## config.mk

```make
export PLATFORM = sky130hd
export DESIGN_NAME = reg_register_cal_ready_mc
export DESIGN_NICKNAME = d
export VERILOG_FILES = /design/src/rtl/reg_cal_ready_pkg.sv /design/src/rtl/reg_register_cal_ready_mc_chan.sv /design/src/rtl/reg_register_cal_ready_mc.sv
export SDC_FILE = /design/constraint.sdc
export NUM_CORES = 1
export LEC_CHECK = 0
export CAP_MARGIN = 20
export CORE_ASPECT_RATIO = 1.1
export CORE_UTILIZATION = 65
export CTS_BUF_LIST = sky130_fd_sc_hd__clkbuf_4 sky130_fd_sc_hd__clkbuf_8
export DETAILED_ROUTE_END_ITERATION = 16
export DONT_BUFFER_PORTS = 1
export GPL_ROUTABILITY_DRIVEN = 0
export GPL_TIMING_DRIVEN = 0
export HOLD_SLACK_MARGIN = 0.03
export PLACE_DENSITY = 0.81
export SYNTH_ARGS = -nofsm -noshare
export SYNTH_HDL_FRONTEND = slang
export SYNTH_SLANG_ARGS = --single-unit
```

## constraint.sdc

```tcl
create_clock -name clk -period 1.8 [get_ports clk]
set_input_delay 0.18 -clock clk [delete_from_list [all_inputs] [get_ports clk]]
set_output_delay 0.18 -clock clk [all_outputs]
set_load 0.1 [all_outputs]
```

## src/rtl/reg_cal_ready_pkg.sv

```systemverilog
// Shared field layout and helpers for the multi-channel calibration-ready register.
package reg_cal_ready_pkg;

    localparam int READY_LSB = 0;
    localparam int DONE_LSB  = 8;
    localparam int TO_LSB    = 16;
    localparam int MAX_CH    = 8;

    typedef enum logic [1:0] {
        RW,
        W1C,
        RO
    } field_access_e;

    localparam field_access_e READY_ACCESS   = RW;
    localparam field_access_e DONE_ACCESS    = W1C;
    localparam field_access_e TIMEOUT_ACCESS = W1C;

    // Watchdog width; a disabled watchdog still reports a minimum width of 1 bit.
    function automatic int cnt_width(input int cyc);
        return (cyc < 1) ? 1 : $clog2(cyc + 1);
    endfunction

endpackage

```

## src/rtl/reg_register_cal_ready_mc_chan.sv

```systemverilog
// One channel: READY (RW, auto-clear), DONE/TIMEOUT (W1C, hardware-set) and its watchdog.
module cal_ready_chan
    import reg_cal_ready_pkg::*;
#(
    parameter int TIMEOUT_CYC = 1000
) (
    input  logic clk,
    input  logic rst_n,
    input  logic wr_en,
    input  logic wr_ready,
    input  logic wr_done_clr,
    input  logic wr_to_clr,
    input  logic hw_ack,
    output logic ready,
    output logic done,
    output logic timeout
);

    logic ack_hit;
    logic expire;
    logic ready_next;

    assign ack_hit = ready & hw_ack;

    // A software write always decides READY, even when the handshake completes that cycle.
    always_comb begin
        ready_next = ready;
        if (wr_en) begin
            ready_next = wr_ready;
        end else if (ack_hit || expire) begin
            ready_next = 1'b0;
        end
    end

    always_ff @(posedge clk or negedge rst_n) begin
        if (!rst_n) begin
            ready   <= 1'b0;
            done    <= 1'b0;
            timeout <= 1'b0;
        end else begin
            ready <= ready_next;
            if (ack_hit) begin
                done <= 1'b1;
            end else if (wr_en && wr_done_clr) begin
                done <= 1'b0;
            end
            if (expire) begin
                timeout <= 1'b1;
            end else if (wr_en && wr_to_clr) begin
                timeout <= 1'b0;
            end
        end
    end

    generate
        if (TIMEOUT_CYC > 0) begin : g_wdog
            localparam int CW = cnt_width(TIMEOUT_CYC);
            logic [CW-1:0] cnt;

            assign expire = ready & ~hw_ack & (cnt == CW'(TIMEOUT_CYC - 1));

            // Counter follows READY: zero whenever READY is about to be low, or on re-arm.
            always_ff @(posedge clk or negedge rst_n) begin
                if (!rst_n) begin
                    cnt <= '0;
                end else if (!ready_next || (wr_en && wr_ready)) begin
                    cnt <= '0;
                end else begin
                    cnt <= cnt + CW'(1);
                end
            end
        end else begin : g_no_wdog
            assign expire = 1'b0;
        end
    endgenerate

endmodule

```

## src/rtl/reg_register_cal_ready_mc.sv

```systemverilog
// Multi-channel calibration-ready control register: strobes, channel array, read mux and irq.
module reg_register_cal_ready_mc
    import reg_cal_ready_pkg::*;
#(
    parameter int REG_WIDTH   = 32,
    parameter int CH_NUM      = 8,
    parameter int TIMEOUT_CYC = 1000
) (
    input  logic                 clk,
    input  logic                 rst_n,
    input  logic                 reg_wr_sel,
    input  logic                 reg_wr_rd,
    input  logic [REG_WIDTH-1:0] reg_wr_data,
    output logic [REG_WIDTH-1:0] reg_rd_out,
    output logic                 f_ready_wr,
    output logic                 f_ready_rd,
    input  logic [CH_NUM-1:0]    hw_ack,
    output logic [CH_NUM-1:0]    ready_out,
    output logic [CH_NUM-1:0]    done_out,
    output logic                 irq_out
);

    logic              wr_en;
    logic              rd_en;
    logic [CH_NUM-1:0] timeout_vec;
    logic              unused_wr_data;

    assign wr_en = reg_wr_sel & reg_wr_rd;
    assign rd_en = reg_wr_sel & ~reg_wr_rd;

    // Reserved write bits are dropped.
    assign unused_wr_data = ^reg_wr_data;

    always_ff @(posedge clk or negedge rst_n) begin
        if (!rst_n) begin
            f_ready_wr <= 1'b0;
            f_ready_rd <= 1'b0;
        end else begin
            f_ready_wr <= wr_en;
            f_ready_rd <= rd_en;
        end
    end

    generate
        for (genvar c = 0; c < CH_NUM; c++) begin : g_chan
            cal_ready_chan #(
                .TIMEOUT_CYC (TIMEOUT_CYC)
            ) u_chan (
                .clk         (clk),
                .rst_n       (rst_n),
                .wr_en       (wr_en),
                .wr_ready    (reg_wr_data[READY_LSB + c]),
                .wr_done_clr (reg_wr_data[DONE_LSB + c]),
                .wr_to_clr   (reg_wr_data[TO_LSB + c]),
                .hw_ack      (hw_ack[c]),
                .ready       (ready_out[c]),
                .done        (done_out[c]),
                .timeout     (timeout_vec[c])
            );
        end
    endgenerate

    always_comb begin
        reg_rd_out = '0;
        reg_rd_out[READY_LSB +: CH_NUM] = ready_out;
        reg_rd_out[DONE_LSB  +: CH_NUM] = done_out;
        reg_rd_out[TO_LSB    +: CH_NUM] = timeout_vec;
    end

    assign irq_out = |{done_out, timeout_vec};

endmodule

```

==> summary.txt <==
final wirelength: 9.715 mm
Area contributors post-synth: dfrtp_1 52%, buf_4 7.1%, xnor2_1 6.9%, nor2_1 6.5%, nand2_1 4.9%
clk buf depth: 2
launch point of the worst reg-to-reg path: g_chan[5].u_chan.g_wdog.cnt[0]
CP Buf/Inv Count: 1
Post-Synth Simple-Gate Area: 0.2417
Post-Syn Area per Cell: 9.749 um2
IO buf count: 0
post-synthesis mux area share: 0
Synth warnings: 0
Via density: 5.242
synth unique cells: 33
clock-pin slew on the worst setup and hold paths: 0.09 ns
vias: 3596
CP startpoint kind: register
sequential cell area fraction in the yosys report: 0.5202
I/O Pins: 95
shortest period the worst path allows: 1.713 ns
failing checks: negative hold slack
CP endpoint kind: output pin
busiest grt layer: met2
setup TNS: 0 ns
FMAX: 583.7 MHz
Placed Area: 5271 um2
standard-cell rows: 33
cell taking the most area after synthesis: dfrtp_1
commonest cells after routing, fill and taps aside: 105 x dfrtp_1, 88 x nor2_1, 67 x nand2_1, 49 x buf_4, 40 x xnor2_1
Num CTS Buffers: 9
share of layout cells above drive strength 1: 0.1343
WP data required: 1.62 ns
number of flops mapped to enable cells by yosys: 0
FF-to-FF setup slack: 0.10 ns
worst-path cell chain: nor4_4 > nand4_1 > buf_8
GR Util met3: 0.04545
final worst slack: 0.08682 ns
CP startpoint: g_chan[0].u_chan.done
Design Area, Final: 5859 um2
kind of critical path: register to output pin
Max Clock Skew: 0.01122 ns
global-route usage over all layers: 0.2554
post-route ant nets: 0
first-pass GRT wire length: 15.86 mm
CP peak stage delay: 0.44 ns
Hold Buf Count CTS: 34
final period utilization: 0.9518
post-DP HPWL: 6.488 mm
fin. max-slew vios: 0
CTS tree: built
Slowest-stage cell, CP: dfrtp_1
Synth async-reset ratio: 1.000
vias in the first global route: 3471
P&R area growth vs syn: 14.92%
clock root buffer: clkbuf_8
XOR/XNOR Fraction of Synth Area: 0.1065
final setup fails: 0
CP max FO: 4
RSZ-0062 raised after global routing: no
area of the multi-input gates: 2085 um2
Yosys reg bits: 106
cell count after synthesis: 523
delay-heaviest family, CP: simple AND/OR/NAND/NOR gates
fillcell total: 515
Post-Synth Adder-Cell Area: 0.01963
nets@finish: 629
Mapped Area: 5099 um2
largest family of logic cells by synthesized area: simple AND/OR/NAND/NOR gates
gr ovfl total: 0
die area: 8203 um2
Remaining DRCs: 0
worst-skew pair later-pin latency: 0.35 ns
hold_ws: -0.4842 ns
Core ar.: 7515 um2
worst slew pin tran: 0.8678 ns
per-cell routed wire length: 14.16 um
worst min path class: input port to async pin
detailed-routing iteration count for the pre-antenna-repair pass: 5
CTS H-Tree Depth: 3
die width: 86.45 um
Synth top area share: 0.5202
worst-case headroom to the max-slew limit: 0.4219
Antenna Diode Count: 0
antenna violations before repair: 0
Die H: 94.89 um
max-cap violations: 0
Register Area: 2654 um2
DP Worst Slack: 0.01926 ns
status: finished with violations
Synth Area in Compound Gates: 0.02626
met2 usage: 0.4392
most common cell after layout, fill and taps aside: dfrtp_1
Initial DRC Count: 144
Overall Power: 5.188 mW
worst vdd ir: 816.0 uV
Final Hold Vio Count: 106
largest net degree at the start of global routing: 107
Top FF cell, synth: dfrtp_1
Initial Util: 0.6785
# clock sinks: 106
WP data arrival: 1.53 ns
GR Layer Usage met1: 0.3186
Leak: 2.551 nW
pwr/cell area: 885.5 nW/um2
-- synthesized netlist by cell type, types with 5 or more instances --
library cell,count
inv_1,7
and3_1,6
nor2_1,88
xnor2_1,40
o21ai_0,9
nand2b_1,18
nand4_1,13
ha_1,8
nand3_1,21
dfrtp_1,106
clkbuf_1,5
xor2_1,22
nor4_1,5
nand2_1,67
a22o_1,9
nor3_1,20
buf_4,48
-- cell type report --
cell class              count  share of cell area
well taps                 105             0.02242
clock inverters             3            0.006833
plain buffers              56             0.06961
inverters                   7            0.004484
repair buffers             36             0.06193
clock buffers              12             0.02605
multi-input cells         361              0.3558
flip-flops and latches    106              0.4529
-- where the power goes --
part	switching (mW)	internal (mW)
Sequential	0.101	2.44
Combinational	0.939	0.288
Clock	0.722	0.702
-- per-layer routing --
| layer | up-vias | share of wire |
|---|---|---|
| met5 | - | 0 |
| met4 | 0 | 0.019 |
| met3 | 15 | 0.045 |
| met2 | 93 | 0.50 |
| met1 | 1724 | 0.43 |
| li1 | 1764 | - |
-- repair_timing --
action / in CTS / in global routing
hold endpoints to repair: 133 / 106
gates resized for setup: 3 / 7
endpoints found under the setup margin: 1 / 15
setup buffers: 0 / 1
-- final timing paths --
path | to | depth (start not counted)
max | irq_out | 3
min reg2reg | g_chan[6].u_chan.g_wdog.cnt[0] | 1
min in group clk | g_chan[7].u_chan.timeout | 2
max reg2reg | g_chan[5].u_chan.ready | 5
max in group asynchronous | g_chan[1].u_chan.g_wdog.cnt[2] | 0
min | g_chan[4].u_chan.g_wdog.cnt[0] | 0
-- logic make-up after synthesis --
kind of cell | after synthesis
xor+xnor | 62
simple gates | 263
other cells | 1
flops | 106
buf+inv | 63
compound gates | 20
fa+ha+maj | 8
-- flip-flops by register name, summed over array words and instances, names as in the netlist --
signal                    cells
f_ready_rd                    1
f_ready_wr                    1
g_chan.u_chan.done            8
g_chan.u_chan.g_wdog.cnt     80
g_chan.u_chan.ready           8
g_chan.u_chan.timeout         8
-- stage by stage --
| step | hold slack [ns] | instances | util |
|---|---|---|---|
| 4_1_cts | -0.5014 | 685 | 0.7752 |
| 5_1_grt | -0.5095 | 686 | 0.7797 |
| 3_5_place_dp | -0.1126 | 636 | 0.7015 |
| 2_1_floorplan | -0.1156 | 530 | - |
| 6_report | -0.4842 | 686 | 0.7797 |
| 3_3_place_gp | -0.1132 | 635 | 0.6995 |
(Power assumes the default switching activity.)
